--- src/rtl/gf2_pkg.sv ---
// gf2_pkg: definitions shared by the digit-serial GF(2)[x] multiplier.
//   state_t          - engine FSM states (IDLE, RUN, DONE)
//   gf2_pw/gf2_nb    - product width and number of B digits (ceil-div)
//   gf2_jw           - digit counter width (at least one bit)
//   gf2_clmul_digit  - carry-less product of an operand and one digit,
//                      computed on GF2_MAXW-bit containers so that any
//                      AW, DW up to GF2_MAXW can use it via zero-extension.
package gf2_pkg;

  typedef enum logic [1:0] {
    IDLE,
    RUN,
    DONE
  } state_t;

  // Widest operand/digit the row function supports.
  localparam int GF2_MAXW = 256;

  function automatic int gf2_pw(input int aw, input int bw);
    return aw + bw - 1;
  endfunction

  function automatic int gf2_nb(input int bw, input int dw);
    return (bw + dw - 1) / dw;
  endfunction

  function automatic int gf2_jw(input int nb);
    return (nb > 1) ? $clog2(nb) : 1;
  endfunction

  // XOR of (d[k] ? a << k : 0) over all k. Zero digit bits contribute
  // nothing, so the unused upper part of the containers folds away.
  function automatic logic [2*GF2_MAXW-1:0] gf2_clmul_digit(
    input logic [GF2_MAXW-1:0] a,
    input logic [GF2_MAXW-1:0] d
  );
    logic [2*GF2_MAXW-1:0] r;
    r = '0;
    for (int k = 0; k < GF2_MAXW; k++) begin
      if (d[k]) r ^= {{GF2_MAXW{1'b0}}, a} << k;
    end
    return r;
  endfunction

endpackage

--- src/rtl/gf2_clmul_row.sv ---
// gf2_clmul_row: combinational AW x DW carry-less row product.
// Ports:
//   a  in  AW        operand A
//   d  in  DW        one digit of operand B
//   p  out AW+DW-1   a * d over GF(2)[x]
// AW and DW must not exceed gf2_pkg::GF2_MAXW.
module gf2_clmul_row
  import gf2_pkg::*;
#(
  parameter int AW = 194,
  parameter int DW = 8
) (
  input  logic [AW-1:0]    a,
  input  logic [DW-1:0]    d,
  output logic [AW+DW-2:0] p
);

  localparam int RW = AW + DW - 1;

  // The true degree is below AW+DW-1, so the truncation drops only zeros.
  assign p = RW'(gf2_clmul_digit(GF2_MAXW'(a), GF2_MAXW'(d)));

endmodule

--- src/rtl/gf2_digit_mul.sv ---
// gf2_digit_mul: digit-serial carry-less multiplier, full unreduced
// product c = a * b over GF(2)[x]. One DW-bit digit of B is folded into
// the accumulator per cycle, most significant digit first (Horner).
// Ports:
//   clk, rst_n          clock, synchronous active-low reset
//   in_valid/in_ready   operand handshake (ready only when idle)
//   a [AW], b [BW]      operands
//   acc_mode            XOR the new product into the previous c
//                       (present only when GF2MUL_ACC_EN is defined)
//   out_valid/out_ready result handshake
//   c [AW+BW-1]         product register, held until the next result
// Optional feature macro: GF2MUL_ACC_EN.
module gf2_digit_mul
  import gf2_pkg::*;
#(
  parameter int AW = 194,
  parameter int BW = 171,
  parameter int DW = 8
) (
  input  logic              clk,
  input  logic              rst_n,
  input  logic              in_valid,
  output logic              in_ready,
  input  logic [AW-1:0]     a,
  input  logic [BW-1:0]     b,
`ifdef GF2MUL_ACC_EN
  input  logic              acc_mode,
`endif
  output logic              out_valid,
  input  logic              out_ready,
  output logic [AW+BW-2:0]  c
);

  localparam int PW  = gf2_pw(AW, BW);
  localparam int NB  = gf2_nb(BW, DW);
  localparam int JW  = gf2_jw(NB);
  localparam int BPW = NB * DW;
  localparam int RW  = AW + DW - 1;

  state_t          state;
  logic [AW-1:0]   a_r;
  logic [BPW-1:0]  b_r;     // zero-padded B; top digit is always the next one
  logic [PW-1:0]   prod;
  logic [PW-1:0]   prod_next;
  logic [JW-1:0]   j;
  logic [RW-1:0]   row;
`ifdef GF2MUL_ACC_EN
  logic            acc_r;
`endif

  gf2_clmul_row #(
    .AW (AW),
    .DW (DW)
  ) u_row (
    .a (a_r),
    .d (b_r[BPW-1 -: DW]),
    .p (row)
  );

  // Shifting left by DW can only drop zeros: the degree stays below
  // AW plus the number of B bits processed so far.
  assign prod_next = (prod << DW) ^ PW'(row);

  // NOTE: operand registers carry no reset; they are always loaded at
  // acceptance before being read, so resetting them would only add logic.
  always_ff @(posedge clk) begin
    if (state == IDLE && in_valid) begin
      a_r   <= a;
      b_r   <= BPW'(b);
`ifdef GF2MUL_ACC_EN
      acc_r <= acc_mode;
`endif
    end else if (state == RUN) begin
      b_r <= b_r << DW;
    end
  end

  // NOTE: all sequential state uses non-blocking assignments so every
  // register samples the pre-edge values of its neighbours.
  always_ff @(posedge clk) begin
    if (!rst_n) begin
      state     <= IDLE;
      in_ready  <= 1'b1;
      out_valid <= 1'b0;
      c         <= '0;
      prod      <= '0;
      j         <= '0;
    end else begin
      case (state)
        IDLE: begin
          if (in_valid) begin
            prod     <= '0;
            j        <= JW'(NB - 1);
            in_ready <= 1'b0;
            state    <= RUN;
          end
        end
        RUN: begin
          prod <= prod_next;
          j    <= j - 1'b1;
          if (j == '0) begin
`ifdef GF2MUL_ACC_EN
            c <= prod_next ^ (acc_r ? c : '0);
`else
            c <= prod_next;
`endif
            out_valid <= 1'b1;
            state     <= DONE;
          end
        end
        DONE: begin
          if (out_ready) begin
            out_valid <= 1'b0;
            in_ready  <= 1'b1;
            state     <= IDLE;
          end
        end
        default: begin
          out_valid <= 1'b0;
          in_ready  <= 1'b1;
          state     <= IDLE;
        end
      endcase
    end
  end

endmodule

--- config.mk ---
export PLATFORM = sky130hd
export DESIGN_NAME = gf2_digit_mul
export DESIGN_NICKNAME = d
export VERILOG_FILES = /design/src/rtl/gf2_pkg.sv /design/src/rtl/gf2_clmul_row.sv /design/src/rtl/gf2_digit_mul.sv
export SDC_FILE = /design/constraint.sdc
export NUM_CORES = 2
export LEC_CHECK = 0
export ABC_AREA = 1
export BUFFER_PORTS_ARGS = -buffer_cell sky130_fd_sc_hd__buf_2
export CORE_ASPECT_RATIO = 1.2
export CORE_MARGIN = 2
export CORE_UTILIZATION = 40
export DETAILED_ROUTE_END_ITERATION = 10
export MAX_ROUTING_LAYER = met4
export SKIP_CTS_REPAIR_TIMING = 1
export SLEW_MARGIN = 10
export SYNTH_ARGS = -nofsm -noshare
export SYNTH_HDL_FRONTEND = slang
export SYNTH_SLANG_ARGS = --single-unit
--- constraint.sdc ---
create_clock -name clk -period 9.4 [get_ports clk]
set_input_delay 0.47 -clock clk [delete_from_list [all_inputs] [get_ports clk]]
set_output_delay 0.47 -clock clk [all_outputs]
set_load 0.02 [all_outputs]
After elaboration in Yosys (flattened, before gate mapping):

Cells that the tools add are included.

* add/sub/neg operators: 1
* eq/ne operators: 5
* muxes and demuxes: 24
* bitwise logic cells: 10
* reduce and logical (&&, ||, !) cells: 10

Operators with widths (count)
* $mux 201: 7
* $pmux 356 s2: 1
* $xor 364x201->364: 1
* $mux 356: 1
* $mux 171: 2
* $xor 201x196->201: 1
* $xor 201x197->201: 1
* $xor 201x198->201: 1
* $xor 201x199->201: 1
* $xor 201x200->201: 1
* $xor 201x201->201: 1
* $xor 194x195->195: 1
* $mux 194: 1
* $pmux 5 s2: 1
* $reduce_and 3->1: 3
* $mux 2: 3
* $pmux 1 s3: 2
* $pmux 2 s3: 1
* $logic_not 5->1: 1
* $mux 5: 1
* $sub 5x1->5 const B: 1
* $mux 1: 4
* $ne 2x2->1 const B: 2
* $reduce_and 2->1: 2
* other kinds (7): 9

* register bits: 1099
* input bits: 369
* output and inout port bits: 366
* word-level logic and storage cells: 59

Longest topological paths before layout:

* word-level depth: 17
* depth in mapped cells: 15
* gate-level depth less buffers: 13

By module:

Synthesis repeated with hierarchy kept, for this count alone.

* cells, all modules: 11794
* area, all modules: 71339.7 um^2

Modules (own cells, without submodules)
* gf2_digit_mul: instances 1, cells each 4300, area an instance 40666.5 um^2
* gf2_clmul_row: instances 1, cells each 7494, area an instance 30673.2 um^2

Worst setup path before layout:

OpenSTA, ideal clock, no wires.

* path type: input to register
* start: input in_valid
* end: register a_r[0] (enable)
* setup time: 635 ps
* arrival: 6175 ps
* required time: 8765 ps
* setup slack: 2591 ps
* stages on the path: 3
* cell sequence: nand2_1 > inv_2 > clkbuf_1

* word-level cells in the longest chain between the ends: 1

Ends and longest elaborated chain
* start: declaration: RTL line gf2_digit_mul.sv:22 `input logic in_valid,`
* $logic_and 1x1->1: RTL line gf2_digit_mul.sv:67 `if (state == IDLE && in_valid) begin`
* end signal: assignment: RTL line gf2_digit_mul.sv:68 `a_r <= a;`
* end: declaration: RTL line gf2_digit_mul.sv:41 `logic [AW-1:0] a_r;`

No other way between the ends.
A chain may end at the register's enable or synchronous reset.

Worst setup path after layout:

* start: register state[1]
* end: register b_r[122] (enable)

* word-level cells in the longest chain between the ends: 3
* elaborated cells between the ends (all ways): 4
* classes of those cells: 1 x eq/ne; 3 x reduce/logical

Ends and longest elaborated chain
* start: declaration: RTL line gf2_digit_mul.sv:40 `state_t state;`
* start signal: assignment: RTL line gf2_digit_mul.sv:82 `state <= IDLE;`
* start signal: assignment: RTL line gf2_digit_mul.sv:95 `state <= RUN;`
* start signal: assignment: RTL line gf2_digit_mul.sv:108 `state <= DONE;`
* $logic_not 2->1: RTL line gf2_digit_mul.sv:67
* $logic_and 1x1->1: RTL line gf2_digit_mul.sv:67
* $reduce_bool 2->1 (no line) *
* end signal: assignment: RTL line gf2_digit_mul.sv:69 `b_r <= BPW'(b);`
* end signal: assignment: RTL line gf2_digit_mul.sv:74 `b_r <= b_r << DW;`
* end: declaration: RTL line gf2_digit_mul.sv:42 `logic [BPW-1:0] b_r;`

Mark *: on every way between the ends. The rest lies on a longest branch, timed or not.

==> metrics.md <==
| Metric | Value |
|---|---|
| Status | finished with violations |
| Failing checks | hold timing |
| Cells after Synth | 10700 |
| Slew Viols, Final | 0 |
| Initial antenna violation count | 27 |
| Largest stage delay, worst path | between 0.8 and 0.9 ns |
| Initial Utilization | 40.1% |
| I/O Pins | 735 |
| Sequential area share after synthesis | 36.7% |
| Fin. Hold Viols | 1 |
| Max stage delay cell, worst path | buf_4 |
| Post-DR wirelength/cell | about 17 um |
| CP Launch Type | flop |
| Area Overhead vs Synth | 16.8% |
| Via density | ~5.0 |
| Via count | ~70000 |
| Share of layout cells above drive strength 1 | under 10% |
| Min Tclk post-route | 4.58 ns |
| Crit path DAT | 4.99 ns |
| Async S/R FF share, synth | 0% |
| Clock Skew | 0.0641 ns |
| YS warnings | 0 |
| Die span in y | roughly 460 um |
| Initial detailed-routing violation count | around 5000 |
| FF+latch count, synth | roughly 1100 |
| PwrDens | 220 nW/um^2 |
| CTS tree | done |
| LEAKAGE | between 30 and 40 nW |
| Clock buffer depth | 3 |
| Clk slew on worst S/H paths | roughly 0.070 ns |
| HPWL after DPL | 154000 um |
| CP Max Fanout | between 150 and 200 |
| Max transition margin | less than 1% |
| Slew @ Worst Pin | roughly 1.5 ns |
| CP Data Required Time | roughly 10 ns |
| Setup TNS | 0 ns |
| Post-DRT Antenna Nets | 0 |
| First-pass DRT Iterations | 8 |
| Critical Path, Cell by Cell | nor2_1 -> nand2_4 -> inv_8 -> nor2_4 -> buf_12 -> inv_6 -> buf_4 |
| First-pass GRT wire length | about 350000 um |
| Total global routing overflow | 0 |
| Commonest non-fill, non-tap cell in the layout | nand2_1 |
| H-tree Lvls | 4 |
| Synthesized area per cell | approximately 6.5 sq um |
| Post-synthesis cell type count | 32 |
| Die Area | ~180000 sq um |
| Num Clock Sinks | 1099 |
| Largest net degree at the start of global routing | 250 |
| Gpl congestion | around 0.88 |
| RSZ-0062 raised after global routing | false |
| Top FF cell, synth | dfxtp_1 |
| Hold slack | -0.00191 ns |
| Final period util | 48.7% |
| Dpl ws | ~4.7 ns |
| Worst path buffer plus inverter count | 4 |
| Total Wirelength | about 240000 um |
| Final net count | around 12000 |
| Top delay family on crit path | buffers and inverters |
| Vias in the first global route | 62400 |
| # rows | approximately 170 |
| Synthesized Nets | 11100 |
| Kind of critical path | flop to flop |
| Fmax | 218 MHz |
| # DRC | 0 |
| Final Setup Violations | 0 |
| Type of the tightest min-delay check | input port to flop |
| Width of the die | slightly below 400 um |
| Worst Setup End Kind | flop |
| CTS Buf Count | 132 |
| Post-synth EDFFs | ~370 |
| Max VDD drop | 0.167 mV |
| Port Buf Inserts | 734 |
| Maxcap violations | 0 |
| Setup WS post-layout | between 4 and 5 ns |
| Worst skew pair latency | 0.82 ns |
| Mapped cell area | 69900 sq um |
| Most frequent cells in the layout | nand2_1, inv_1, nand3_1 |
| Core area | 174000 sq um |
| Clock root buffer | clkbuf_16 |
| Global-route usage over all layers | a little over a quarter |
final cells by class:
type                            count  area, sq um
Clock inverter                     78         1020
Fill cell                       17300        92400
Inverter                          946         3590
Clock buffer                      168         3710
Antenna cell                       21         52.6
Timing Repair Buffer             1131         7640
Tap cell                         2295         2870
Sequential cell                  1099        25700
Multi-Input combinational cell   7945        37000
metrics by stage:
step | power [mW] | cell area [sq um] | utilization [%] | std cells
4_1_cts | 18.0 | 78000 | 44.8 | 13300
3_5_place_dp | 12.4 | 73300 | 42.1 | 13100
2_1_floorplan | 10.8 | 69900 | - | 10700
5_1_grt | 19.2 | 81600 | 46.9 | 13700
6_report | 18.0 | 81600 | 46.9 | 13700
3_3_place_gp | 12.2 | 73300 | 42.1 | 13100
registers in the layout, summed over array words and instances, names as in the netlist:
| register | flops |
|---|---|
| in_ready | 1 |
| j | 5 |
| out_valid | 1 |
| c | 364 |
| a_r | 194 |
| b_r | 176 |
| prod | 356 |
| state | 2 |
power breakdown:
group / switching [mW] / internal [mW] / leakage (nW) / total (mW)
combinational: 4.35 / 2.14 / 26.3 / 6.49
clock: 2.34 / 3.19 / 2.27 / 5.52
sequential: 0.515 / 5.45 / 9.52 / 5.96
total: 7.20 / 10.8 / 38.0 / 18.0
tightest hold or removal path, cell delays in order:
cell     delay, ns
buf_2         0.12
nand2_1       0.06
o21ai_0       0.08
nand2_1       0.06
Yosys cell counts (75+ instances only):
cell type | number | area share, %
a21oi_1 | 668 | 4.8
dfxtp_1 | 734 | 21
xor2_1 | 494 | 6.2
xnor2_1 | 389 | 4.9
clkbuf_1 | 317 | 1.7
inv_1 | 941 | 5.1
edfxtp_1 | 365 | 16
nand3_1 | 842 | 6.0
nand3b_1 | 78 | 0.84
o21ai_0 | 205 | 1.5
nand2_1 | 5123 | 28
buf_6 | 75 | 1.2
buf_2 | 210 | 1.5
metal layers:
metal	wire, um	track usage [%]
met2	112000	42.6
met1	99900	32.1
met4	8270	8.60
met5	0	-
met3	16000	5.07
logic make-up after synthesis:
kind of cell / synth area share [%]
XOR/XNOR: 11.1
flip-flops: 36.7
AND/OR/NAND/NOR: 35.0
buffers and inverters: 10.3
AO/OA/AOI/OAI: 6.85
adder cells (fa/ha/maj): 0.0358
worst paths after layout:
check                              start                    end  slack [ns]  cells after the start
setup / recovery   state[1]$_SDFFE_PN0P_     b_r[122]$_DFFE_PP_        4.82                      7
hold / removal                  in_valid  in_ready$_SDFFE_PN1P_      -0.002                      4
setup reg to reg   state[1]$_SDFFE_PN0P_     b_r[122]$_DFFE_PP_        4.82                      7
hold reg to reg   prod[252]$_SDFFE_PN0P_    c[260]$_SDFFE_PN0P_        0.45                      2
Power figures use the tool's default switching activity.
